==> src/rtl/ped_crossing_if.sv <==
// Signal bundle between the pedestrian-crossing FSM and its surroundings:
// the button, the 10-count timeout counter and the lamp drivers.
interface ped_crossing_if;
    logic       ped_req;
    logic       ten_timeout;
    logic       cnt_to_10;
    logic       car_green;
    logic       car_amber;
    logic       car_red;
    logic       walk;
    logic       dont_walk;
    logic       req_pending;
    logic [2:0] phase;

    modport master (
        output ped_req, ten_timeout,
        input  cnt_to_10, car_green, car_amber, car_red, walk, dont_walk,
               req_pending, phase
    );

    modport slave (
        input  ped_req, ten_timeout,
        output cnt_to_10, car_green, car_amber, car_red, walk, dont_walk,
               req_pending, phase
    );
endinterface

==> src/rtl/ped_crossing_ctrl.sv <==
// Pedestrian-crossing sequencer: drives the 10-count counter enable, counts
// whole timeout units per phase and serves one latched button request per crossing.
module ped_crossing_ctrl #(
    parameter int WALK_UNITS  = 3,
    parameter int FLASH_UNITS = 2
) (
    input logic          clk,
    input logic          rst,
    ped_crossing_if.slave bus
);

    localparam logic [2:0] GREEN_MIN  = 3'd0;
    localparam logic [2:0] GREEN_IDLE = 3'd1;
    localparam logic [2:0] AMBER      = 3'd2;
    localparam logic [2:0] ALL_RED    = 3'd3;
    localparam logic [2:0] WALK       = 3'd4;
    localparam logic [2:0] FLASH      = 3'd5;

    localparam logic [3:0] WALK_LOAD  = 4'(WALK_UNITS - 1);
    localparam logic [3:0] FLASH_LOAD = 4'(FLASH_UNITS - 1);

    logic [2:0] r_state;
    logic [3:0] r_units;
    logic       r_sync1;
    logic       r_sync2;
    logic       r_req_d;
    logic       r_req_pending;
    logic       r_blink;

    logic [2:0] w_next;
    logic [3:0] w_units_next;
    logic       w_timed;
    logic       w_tev;
    logic       w_last;
    logic       w_rise;
    logic       w_enter_walk;
    logic       w_enter_flash;
    logic       w_crossing;

    assign w_timed = (r_state == GREEN_MIN) || (r_state == AMBER) ||
                     (r_state == ALL_RED)   || (r_state == WALK)  ||
                     (r_state == FLASH);
    assign w_tev         = w_timed & bus.ten_timeout;
    assign w_last        = w_tev && (r_units == 4'd0);
    assign w_rise        = r_sync2 & ~r_req_d;
    assign w_crossing    = (r_state == WALK) || (r_state == FLASH);
    assign w_enter_walk  = (w_next == WALK)  && (r_state != WALK);
    assign w_enter_flash = (w_next == FLASH) && (r_state != FLASH);

    always_comb begin
        w_next = r_state;
        case (r_state)
            GREEN_MIN:  if (w_last) w_next = r_req_pending ? AMBER : GREEN_IDLE;
            GREEN_IDLE: if (r_req_pending) w_next = AMBER;
            AMBER:      if (w_last) w_next = ALL_RED;
            ALL_RED:    if (w_last) w_next = WALK;
            WALK:       if (w_last) w_next = FLASH;
            FLASH:      if (w_last) w_next = GREEN_MIN;
            default:    w_next = ALL_RED;
        endcase
    end

    // Non-final timeouts only burn a unit; the state holds until the count is spent.
    always_comb begin
        w_units_next = r_units;
        if (w_enter_walk)
            w_units_next = WALK_LOAD;
        else if (w_enter_flash)
            w_units_next = FLASH_LOAD;
        else if (w_tev && (r_units != 4'd0))
            w_units_next = r_units - 4'd1;
    end

    always_ff @(posedge clk) begin
        if (!rst) begin
            r_state       <= GREEN_MIN;
            r_units       <= 4'd0;
            r_sync1       <= 1'b0;
            r_sync2       <= 1'b0;
            r_req_d       <= 1'b0;
            r_req_pending <= 1'b0;
            r_blink       <= 1'b1;
        end else begin
            r_state <= w_next;
            r_units <= w_units_next;
            r_sync1 <= bus.ped_req;
            r_sync2 <= r_sync1;
            r_req_d <= r_sync2;
            if (w_enter_walk)
                r_req_pending <= 1'b0;
            else if (w_rise && !w_crossing)
                r_req_pending <= 1'b1;
            if (w_enter_flash)
                r_blink <= 1'b1;
            else if (r_state == FLASH)
                r_blink <= ~r_blink;
        end
    end

    // Enable is dropped in the timeout cycle so the counter clears its flag.
    assign bus.cnt_to_10   = w_timed & ~bus.ten_timeout;
    assign bus.req_pending = r_req_pending;
    assign bus.phase       = r_state;

    always_comb begin
        bus.car_green = 1'b0;
        bus.car_amber = 1'b0;
        bus.car_red   = 1'b0;
        bus.walk      = 1'b0;
        bus.dont_walk = 1'b0;
        case (r_state)
            GREEN_MIN, GREEN_IDLE: begin
                bus.car_green = 1'b1;
                bus.dont_walk = 1'b1;
            end
            AMBER: begin
                bus.car_amber = 1'b1;
                bus.dont_walk = 1'b1;
            end
            WALK: begin
                bus.car_red = 1'b1;
                bus.walk    = 1'b1;
            end
            FLASH: begin
                bus.car_red   = 1'b1;
                bus.dont_walk = r_blink;
            end
            default: begin
                bus.car_red   = 1'b1;
                bus.dont_walk = 1'b1;
            end
        endcase
    end

endmodule

==> src/flat_wrapper.sv <==
// flat-port wrapper written by rule: the top's interface ports become plain ports
module ped_crossing_ctrl_flat 
#(
    parameter int WALK_UNITS  = 3,
    parameter int FLASH_UNITS = 2
)
  (clk, rst, bus_ped_req, bus_ten_timeout, bus_cnt_to_10, bus_car_green, bus_car_amber, bus_car_red, bus_walk, bus_dont_walk, bus_req_pending, bus_phase);
  ped_crossing_if bus_i ();
  input logic clk;
  input logic rst;
  input wire logic [$bits(bus_i.ped_req)-1:0] bus_ped_req;
  input wire logic [$bits(bus_i.ten_timeout)-1:0] bus_ten_timeout;
  output wire logic [$bits(bus_i.cnt_to_10)-1:0] bus_cnt_to_10;
  output wire logic [$bits(bus_i.car_green)-1:0] bus_car_green;
  output wire logic [$bits(bus_i.car_amber)-1:0] bus_car_amber;
  output wire logic [$bits(bus_i.car_red)-1:0] bus_car_red;
  output wire logic [$bits(bus_i.walk)-1:0] bus_walk;
  output wire logic [$bits(bus_i.dont_walk)-1:0] bus_dont_walk;
  output wire logic [$bits(bus_i.req_pending)-1:0] bus_req_pending;
  output wire logic [$bits(bus_i.phase)-1:0] bus_phase;
  assign bus_i.ped_req = bus_ped_req;
  assign bus_i.ten_timeout = bus_ten_timeout;
  assign bus_cnt_to_10 = bus_i.cnt_to_10;
  assign bus_car_green = bus_i.car_green;
  assign bus_car_amber = bus_i.car_amber;
  assign bus_car_red = bus_i.car_red;
  assign bus_walk = bus_i.walk;
  assign bus_dont_walk = bus_i.dont_walk;
  assign bus_req_pending = bus_i.req_pending;
  assign bus_phase = bus_i.phase;
  ped_crossing_ctrl #(.WALK_UNITS(WALK_UNITS), .FLASH_UNITS(FLASH_UNITS)) u_core (.clk(clk), .rst(rst), .bus(bus_i));
endmodule
==> config.mk <==
export PLATFORM = sky130hd
export DESIGN_NAME = ped_crossing_ctrl_flat
export DESIGN_NICKNAME = d
export VERILOG_FILES = /design/src/rtl/ped_crossing_if.sv /design/src/rtl/ped_crossing_ctrl.sv /design/src/flat_wrapper.sv
export SDC_FILE = /design/constraint.sdc
export NUM_CORES = 1
export LEC_CHECK = 0
export ABC_CLOCK_PERIOD_IN_PS = 1400
export CORE_AREA = 2 2 39 41
export CTS_BUF_LIST = sky130_fd_sc_hd__clkbuf_8
export CTS_CLUSTER_DIAMETER = 80
export CTS_CLUSTER_SIZE = 20
export DETAILED_ROUTE_END_ITERATION = 10
export DIE_AREA = 0 0 41 43
export DONT_BUFFER_PORTS = 1
export GPL_ROUTABILITY_DRIVEN = 0
export MAX_ROUTING_LAYER = met4
export PLACE_DENSITY = 0.66
export SLEW_MARGIN = 20
export SYNTH_ARGS = -nofsm -noshare
export SYNTH_HDL_FRONTEND = slang
export SYNTH_SLANG_ARGS = --single-unit
==> constraint.sdc <==
create_clock -name clk -period 1.4 [get_ports clk]
set_input_delay 0.21 -clock clk [delete_from_list [all_inputs] [get_ports clk]]
set_output_delay 0.21 -clock clk [all_outputs]
set_load 0.05 [all_outputs]
# == After elaboration in Yosys (flattened, before gate mapping) ==
# Cells that the tools add are included.
# word_totals
ff_bits,12
inputBits,4
output_inout_bits,10
word_cells,63
# classes
add_sub_neg,1
eq_ne,9
n_mux,16
bitwise,7
reduce_logical,21
# op_table
operator,count
$mux 3,6
$pmux 3 s6,1
$eq 3x3->1 const B,4
$mux 2,4
$eq 3x2->1 const B,2
$ne 3x3->1 const B,2
$reduce_or 2->1,3
$reduce_or 3->1,2
$logic_and 1x1->1,5
$logic_or 1x1->1,5
$logic_not 4->1,1
$mux 1,4
$not 1->1,4
$reduce_bool 4->1,1
$sub 4x1->4 const B,1
$and 1x1->1,3
$eq 3x1->1 const B,1
$logic_not 3->1,1
$reduce_bool 3->1,1
$pmux 1 s2,1
$reduce_bool 2->1,1
$logic_not 1->1,1

# == Logic depth before layout (Yosys ltp) ==
# Gate-level depths: netlist (run 1).
# depth
depth_word,13
depth_mapped,6
mapped_depth_nobuf,6

# == Worst setup path after synthesis (run 1) ==
# No wires, ideal clock.
# synth_path
path_type,reg-to-reg
startpoint,reg u_core.r_state[2] (netlist: u_core.bus.phase[2])
endpoint,reg u_core.r_units[1]
setup_ps,116
arrival_time_ps,2639
required_ps,1284
path_slack_ps,-1355
path_stages_with_launch,6
path_buffers,1
synth_period_minus_slack_ps,2755
path_cell_list,dfxtp_1 buf_4 nor3b_1 o211ai_1 a2bb2oi_1 nor2b_1
# synth_via
elab_chain_len,13
elab_cells_between_ends,29
classes_between,9 x eq/ne; 9 x mux; 1 x bitwise; 10 x reduce/logical
# synth_rtl
item,line_no,text
"start, declared",ped_crossing_ctrl.sv:22,logic [2:0] r_state;
"start signal, assigned",ped_crossing_ctrl.sv:84,r_state <= w_next;
$eq 3x2->1 / $logic_not 3->1 (equally long branches),"ped_crossing_ctrl.sv:40, ped_crossing_ctrl.sv:52",
$logic_or 1x1->1 (2 in a row),ped_crossing_ctrl.sv:40,assign w_timed = (r_state == GREEN_MIN) || (r_state == AMBER) ||
$logic_or 1x1->1 (2 in a row),ped_crossing_ctrl.sv:41,(r_state == ALL_RED) || (r_state == WALK) ||
$and 1x1->1,ped_crossing_ctrl.sv:43,assign w_tev = w_timed & bus.ten_timeout;
$logic_and 1x1->1,ped_crossing_ctrl.sv:44,assign w_last = w_tev && (r_units == 4'd0);
$mux 3 (on tied branches),n/a,
$pmux 3 s6,ped_crossing_ctrl.sv:52,case (r_state)
$eq 3x3->1,ped_crossing_ctrl.sv:48,assign w_enter_flash = (w_next == FLASH) && (r_state != FLASH);
$logic_and 1x1->1,ped_crossing_ctrl.sv:48,
$mux 2,ped_crossing_ctrl.sv:68,else if (w_enter_flash)
$mux 2,ped_crossing_ctrl.sv:66,if (w_enter_walk)
"end signal, assigned",ped_crossing_ctrl.sv:85,r_units <= w_units_next;
"end, declared",ped_crossing_ctrl.sv:23,logic [3:0] r_units;
# Parallel ways exist; a longest one is shown, timed or not.
# A chain may end at the register's enable or synchronous reset.

# == Worst setup path in the final report (run 1) ==
# layout_path
startpoint,reg u_core.r_units[0]
endpoint,reg u_core.r_units[1]
# layout_via
elab_chain_len,8
elab_cells_between_ends,19
classes_between,1 x add/sub; 2 x eq/ne; 9 x mux; 7 x reduce/logical
# layout_rtl
item,line_no
$logic_not 4->1,ped_crossing_ctrl.sv:44
$logic_and 1x1->1,ped_crossing_ctrl.sv:44
$mux 3 (on tied branches),n/a
$pmux 3 s6,ped_crossing_ctrl.sv:52
$eq 3x3->1,ped_crossing_ctrl.sv:48
$logic_and 1x1->1,ped_crossing_ctrl.sv:48
$mux 2,ped_crossing_ctrl.sv:68
$mux 2,ped_crossing_ctrl.sv:66
# Parallel ways exist; a longest one is shown, timed or not. The select of a mux whose other input is x is not followed.

==> summary.md, run 1 <==
| Metric | Value |
|---|---|
| DP Cell Count | 107 |
| Number of max-cap violations | 0 |
| Hold crit path type | in -> reg |
| Cell accounting for the most synthesized area | dfxtp_1 |
| Status | finished, violations left |
| Num rows | 14 |
| Final setup margin | -152.0 ps |
| Area delta synth->final | 63.60% |
| # IOs | 14 |
| Setup CP Type | reg -> reg |
| Syn Area/Cell | 8.482 sq um |
| Die height | 43 um |
| Post-synth ARST share | 0% |
| CTS tree | built |
| Die ar. | 1763 sq um |
| Drt first pass iters | 4 |
| Pins Over Slew Limit | 0 |
| Layout Nets | 111 |
| Drt initial violations | 16 |
| Post-route DRC | 0 |
| First-pass GRT wire length | 2373 um |
| Top FF cell, synth | dfxtp_1 |
| Endpoint type of the worst setup path | flip-flop |
| Multi-input logic area | 462.9 sq um |
| Skew-Pair Late Insertion Delay | 240 ps |
| Max Buffers Root-to-Sink | 2 |
| Sequential cell area fraction in the yosys report | 36.78% |
| Antenna Cells | 0 |
| Post-Syn Area | 653.1 sq um |
| Starting Density | 47.20% |
| Final setup skew | 4.924 ps |
| Post-detail-place hpwl | 1058 um |
| Vias in the first global route | 576 |
| Hold_buf cts | 0 |
| Remaining antenna violation count after routing | 0 |
| # H-tree levels | 1 |
| Peak supply drop | 0.001136 V |
| Final Cycle Share | 110.9% |
| Clock sinks | 12 |
| Pre-CTS WS | -198.8 ps |
| Initial antenna violation count | 0 |
| WP data arrival | 1720 ps |
| Clock Tree Root | clkbuf_8 |
| YS warnings | 0 |
| Gate Count Post-Synth | 77 |
| GRT overflow | 0 |
| Worst-path fanout max | 3 |
| Top-count cell post-synth | dfxtp_1 |
| Port buffer count | 0 |
| Failing checks | setup timing |
| EDFF count, synth | 0 |
| Routed vias | 643 |
| Fin crit period | 1552 ps |
| Post-synth net total | 83 |
| Largest net degree at the start of global routing | 13 |
| Required time worst endpoint | 1570 ps |
| Worst slew pin tran | 320.1 ps |
| Leakage | 0.4800 nW |
| Final Hold Viols | 0 |
| Seq. cell area | 254.0 sq um |
| Ranking of synthesized cells by area | dfxtp_1, inv_1, ha_1 |
| Die Wd | 41 um |
| Startpoint types | flip-flop |
| Via/cell ratio | 5.358 |
| DR WL/cell | 13.74 um |
| Fraction of layout cells with a size suffix above 1 | 54.81% |
| RSZ-0062 raised after global routing | true |
| Top cell type's share of synthesized area | 36.78% |
| Relative slew slack | 78.61% |
| Fin cells | 120 |
| Synth Register Bits | 12 |
| Routed wire length | 1649 um |
| Pwr dens | 1717 nW/um^2 |
| Fillers | 88 |
| TritonCTS buffer count | 3 |
| Post-synth top cells | dfxtp_1, inv_1, nand2_1 |
| Core area | 1384 sq um |
| Max Freq | 644.3 MHz |
| GRT Total Usage | 20.15% |
| Clk slew on worst S/H paths | 50 ps |
| Netlist cell types | 35 |
| Final setup fails | 4 |
==> cell usage in the layout (no fill, tap or decap), drive strengths merged, types with 2 or more instances in the layout <==
cell / instances
a21o: 2
a21oi: 3
a31oi: 2
and2: 3
and3: 3
buf: 28
clkbuf: 3
dfxtp: 12
ha: 2
inv: 8
nand2: 5
nor2: 4
nor2b: 4
nor3: 3
o21ai: 4
or3b: 2
==> report_power, final <==
part | switching (W) | leakage [nW] | total, W | internal, W
logic | 0.000508 | 0.352 | 0.00108 | 0.000571
clock network | 0.000123 | 0.0269 | 0.000316 | 0.000193
registers | 0.0000336 | 0.101 | 0.000439 | 0.000405
==> sequential cells by signal (all words and copies together), names as in the netlist <==
signal and count:
u_core.bus.phase 3, u_core.bus.req_pending 1, u_core.r_blink 1, u_core.r_req_d 1, u_core.r_sync1 1, u_core.r_sync2 1, u_core.r_units 4
==> timing repair <==
item | CTS | global route
endpoints found under the setup margin | 7 | 10
pin swaps | 8 | 9
gates resized for setup | 13 | 15
setup buffers | 4 | 5
==> cells by family after synthesis <==
kind of cell | Yosys count | share of synthesized area, %
muxes | 2 | 3.831
adders and majority gates | 2 | 3.831
buffers and inverters | 12 | 8.813
and+or+nand+nor | 30 | 27.01
AOI/OAI and AO/OA | 17 | 17.05
xor gates and xnor gates | 2 | 2.682
DFF | 12 | 36.78
==> metrics by stage <==
stage | utilization, % | TNS, ps | cell area, sq um | total power, W | hold WS (ps)
2_1_floorplan | - | -606.3 | 716.9 | 0.001048 | 337.3
3_5_place_dp | 62.57 | -386.4 | 865.8 | 0.001238 | 310.3
6_report | 77.22 | -392.6 | 1069 | 0.001834 | 50.54
4_1_cts | 70.89 | -313.7 | 980.9 | 0.001679 | 74.69
5_1_grt | 77.22 | -778.1 | 1069 | 0.001936 | 53.36
3_3_place_gp | 62.57 | -231.1 | 865.8 | 0.001206 | 318.5
==> cell type report <==
type | count | area share, %
Sequential cell | 12 | 23.77
Clock buffer | 3 | 3.864
Clock inverter | 1 | 0.3513
Inverter | 7 | 2.927
Timing Repair Buffer | 28 | 23.89
Tap cell | 16 | 1.874
Multi-Input combinational cell | 53 | 43.33
==> routing by layer <==
| layer | up-vias | part of all wire (%) | global-route usage, % |
|---|---|---|---|
| li1 | 319 | - | - |
| met1 | 298 | 42 | 25.50 |
| met2 | 24 | 49 | 30.63 |
| met3 | 2 | 7.3 | 3.665 |
| met4 | 0 | 1.4 | 8.000 |
| met5 | - | 0 | - |
==> critical path, cell delays in order, from the launching register on <==
cell and delay, ps:
dfxtp_2 320, inv_2 80, ha_4 130, or3b_4 390
mux2_4 310, a2bb2oi_2 130, nor2b_1 120
==> final timing paths <==
path | end | startpoint | cells past startpoint | slack (ps)
min reg2reg | u_core.r_sync2 | u_core.r_sync1 | 1 | 440
max | u_core.r_units[1] | u_core.r_units[0] | 6 | -150
max reg2reg | u_core.r_units[1] | u_core.r_units[0] | 6 | -150
min | u_core.r_blink | rst | 1 | 50
(Power assumes the default switching activity.)
==> inputs of run 2 (changes only) <==
--- a/config.mk
+++ b/config.mk
@@ -6,16 +6,17 @@
 export NUM_CORES = 1
 export LEC_CHECK = 0
 export ABC_CLOCK_PERIOD_IN_PS = 1400
-export CORE_AREA = 2 2 39 41
+export CORE_AREA = 8 8 45 47
 export CTS_BUF_LIST = sky130_fd_sc_hd__clkbuf_8
 export CTS_CLUSTER_DIAMETER = 80
 export CTS_CLUSTER_SIZE = 20
 export DETAILED_ROUTE_END_ITERATION = 10
-export DIE_AREA = 0 0 41 43
+export DIE_AREA = 0 0 53 55
 export DONT_BUFFER_PORTS = 1
 export GPL_ROUTABILITY_DRIVEN = 0
 export MAX_ROUTING_LAYER = met4
 export PLACE_DENSITY = 0.66
+export RECOVER_POWER = 50
 export SLEW_MARGIN = 20
 export SYNTH_ARGS = -nofsm -noshare
 export SYNTH_HDL_FRONTEND = slang
==> summary.md, run 2 (synthesis results as in run 1) <==
| Metric | Value |
|---|---|
| Largest net degree at the start of global routing | 13 (unchanged) |
| Pwr dens | 1787 nW/um^2 (+4.1%) |
| Most frequent cells in the layout | buf_4, dfxtp_1, inv_1 |
| Finished Core Util | 70.80% (-6.4 points) |
| Final Cycle Share | 109.8% (-1.0 points) |
| Minimum hold slack | 69.30 ps (+18.76 ps) |
| Met2 wire len | 812 um (unchanged) |
| First-pass GRT wire length | 2684 um (+13%) |
| Post-route DRC | 0 (unchanged) |
| Die height | 55 um (+28%) |
| Num rows | 14 (unchanged) |
| Starting Density | 47.20% (unchanged) |
| Die Wd | 53 um (+29%) |
| Fraction of layout cells with a size suffix above 1 | 46.46% (-8.3 points) |
| Final setup margin | -137.6 ps (+14.31 ps) |
| Final Total Pwr | 0.001751 W (-4.5%) |
| Worst-path fanout max | 4 (+1) |
| Clock share of power | 18.0% (+0.8 points) |
| Sw frac | 36.35% (+0.092 points) |
| # IOs | 14 (unchanged) |
| Area delta synth->final | 50.00% |
| Drt initial violations | 7 (-9) |
| GRT Total Usage | 12.61% (-7.5 points) |
| Drt first pass iters | 3 (-1) |
| Remaining antenna violation count after routing | 0 (unchanged) |
| Gate power share | 56.4% (-2.4 points) |
| RSZ-0062 raised after global routing | true |
| Relative slew slack | 78.10% (-0.51 points) |
| Max Buffers Root-to-Sink | 2 (unchanged) |
| Max Freq | 650.3 MHz (+0.93%) |
| TritonCTS buffer count | 3 (unchanged) |
| Startpoint types | flip-flop |
| Commonest non-fill, non-tap cell in the layout | buf_4 |
| CP max stage delay | 400 ps (about the same) |
| Top reg by flops | u_core.r_units |
| Clk slew on worst S/H paths | 50 ps (about the same) |
| Fin crit period | 1538 ps (-14.32 ps) |
| DR WL/cell | 14.43 um (+5.0%) |
| Fillers | 115 (+31%) |
| Worst slew pin tran | 327.7 ps (+7.629 ps) |
| Seq. cell area | 254.0 sq um (unchanged) |
| Initial antenna violation count | 0 (unchanged) |
| Antenna Cells | 0 (unchanged) |
| Endpoint type of the worst setup path | flip-flop |
| Largest register FFs | 4 (unchanged) |
| Leakage | 0.4439 nW (-7.5%) |
| Peak supply drop | 0.001018 V (-10%) |
| Critical path cell sequence | inv_2 -> ha_4 -> or3b_4 -> mux2_4 -> a2bb2oi_2 -> nor2b_1 |
| Psw | 0.0006365 W (-4.3%) |
| CP top delay family | simple AND/OR/NAND/NOR gates |
| Layout Nets | 106 (-4.5%) |
| GRT overflow | 0 (unchanged) |
| Post-route setup TNS | -267.7 ps (+124.9 ps) |
| Critical path buffer and inverter count | 1 (unchanged) |
| Hold_buf cts | 0 (unchanged) |
| Setup CP Type | reg -> reg |
| Hold crit path type | in -> reg |
| Pins Over Slew Limit | 0 (unchanged) |
| Skew-Pair Late Insertion Delay | 240 ps (about the same) |
| WP data arrival | 1710 ps (about the same) |
| Int Power | 0.001115 W (-4.7%) |
| Vias in the first global route | 595 (+3.3%) |
| Core area | 1384 sq um (unchanged) |
| Die ar. | 2915 sq um (+65%) |
| Fin cells | 115 (-4.2%) |
| Failing checks | setup timing |
| Port buffer count | 0 (unchanged) |
| Post-Route M1 WL | 740 um (+7.1%) |
| Required time worst endpoint | 1570 ps (about the same) |
| Multi-input logic area | 414.1 sq um (-11%) |
| Clock sinks | 12 (unchanged) |
| Clock Tree Root | clkbuf_8 |
| Routed vias | 615 (-4.4%) |
| Met3 routed WL | 91 um (-25%) |
| CTS tree | built |
| Seq pwr share | 25.6% (+1.7 points) |
| Final setup fails | 4 (unchanged) |
| # H-tree levels | 1 (unchanged) |
| Number of max-cap violations | 0 (unchanged) |
| Critical path's slowest cell | or3b_4 |
| Via/cell ratio | 5.348 (-0.20%) |
| Final Hold Viols | 0 (unchanged) |
| Routed wire length | 1659 um (+0.61%) |
| Status | finished, violations left |
| DR top layer | met4 |
| Final setup skew | 4.453 ps (-0.4711 ps) |
| Post-detail-place hpwl | 1128 um (+6.6%) |
| DP Cell Count | 106 (-0.93%) |
run 2: worst paths after layout:
check	startpoint	endpoint	slack, ps	cells past startpoint
min	rst	u_core.r_blink	70	1
max	u_core.r_units[1]	u_core.r_units[1]	-140	6
min reg2reg	u_core.r_sync1	u_core.r_sync2	440	1
max reg2reg	u_core.r_units[1]	u_core.r_units[1]	-140	6
run 2: metal layers:
| layer | global-route usage [%] | vias to the layer above |
|---|---|---|
| li1 | - | 312 |
| met3 | 3.743 | 3 |
| met1 | 13.23 | 289 |
| met2 | 22.27 | 11 |
| met5 | - | - |
| met4 | 3.879 | 0 |
run 2: cell type report:
type	count	area share, %
sequential	12	25.93
inverter	7	2.937
multi-input combinational	53	42.27
tap	16	2.043
timing repair buffer	23	22.22
clock buffer	3	4.215
clock inverter	1	0.3831
run 2: worst register-to-register path, delay by kind of cell (launching register included):
| kind | cells | cell delay [ps] |
|---|---|---|
| and+or+nand+nor | 2 | 490 |
| DFF | 1 | 320 |
| adders and majority gates | 1 | 140 |
| buffers and inverters | 1 | 70 |
| AOI/OAI and AO/OA | 1 | 130 |
| muxes | 1 | 320 |
run 2: power groups by stage:
stage               logic [W]  registers, W  clock network, W
finish               0.000988      0.000449          0.000315
global route          0.00108      0.000460          0.000346
CTS                  0.000895      0.000441          0.000321
detailed placement   0.000796      0.000440                 0
global placement     0.000763      0.000440                 0
floorplan            0.000555      0.000493                 0
run 2: repair_timing:
| item | 4_1_cts | 5_1_grt |
|---|---|---|
| setup buffers | 2 | 3 |
| pin swaps | 6 | 2 |
| resized for setup | 12 | 7 |
| endpoints found under the hold margin | 0 | 0 |
| endpoints found under the setup margin | 7 | 9 |
run 2: per-stage QoR:
| stage | worst slack (ps) | area, sq um |
|---|---|---|
| floorplan | -201.1 | 716.9 |
| global placement | -125.3 | 845.8 |
| detailed placement | -195.5 | 845.8 |
| CTS | -128.4 | 942.2 |
| global route | -214.2 | 979.7 |
| finish | -137.6 | 979.7 |
==> inputs of run 3 (changes only) <==
--- a/config.mk
+++ b/config.mk
@@ -8,7 +8,7 @@
 export ABC_CLOCK_PERIOD_IN_PS = 1400
 export CORE_AREA = 8 8 45 47
 export CTS_BUF_LIST = sky130_fd_sc_hd__clkbuf_8
-export CTS_CLUSTER_DIAMETER = 80
+export CTS_CLUSTER_DIAMETER = 120
 export CTS_CLUSTER_SIZE = 20
 export DETAILED_ROUTE_END_ITERATION = 10
 export DIE_AREA = 0 0 53 55
==> results of run 3 <==
Same layout as run 2: the final DEF is identical, and so are final timing and power.
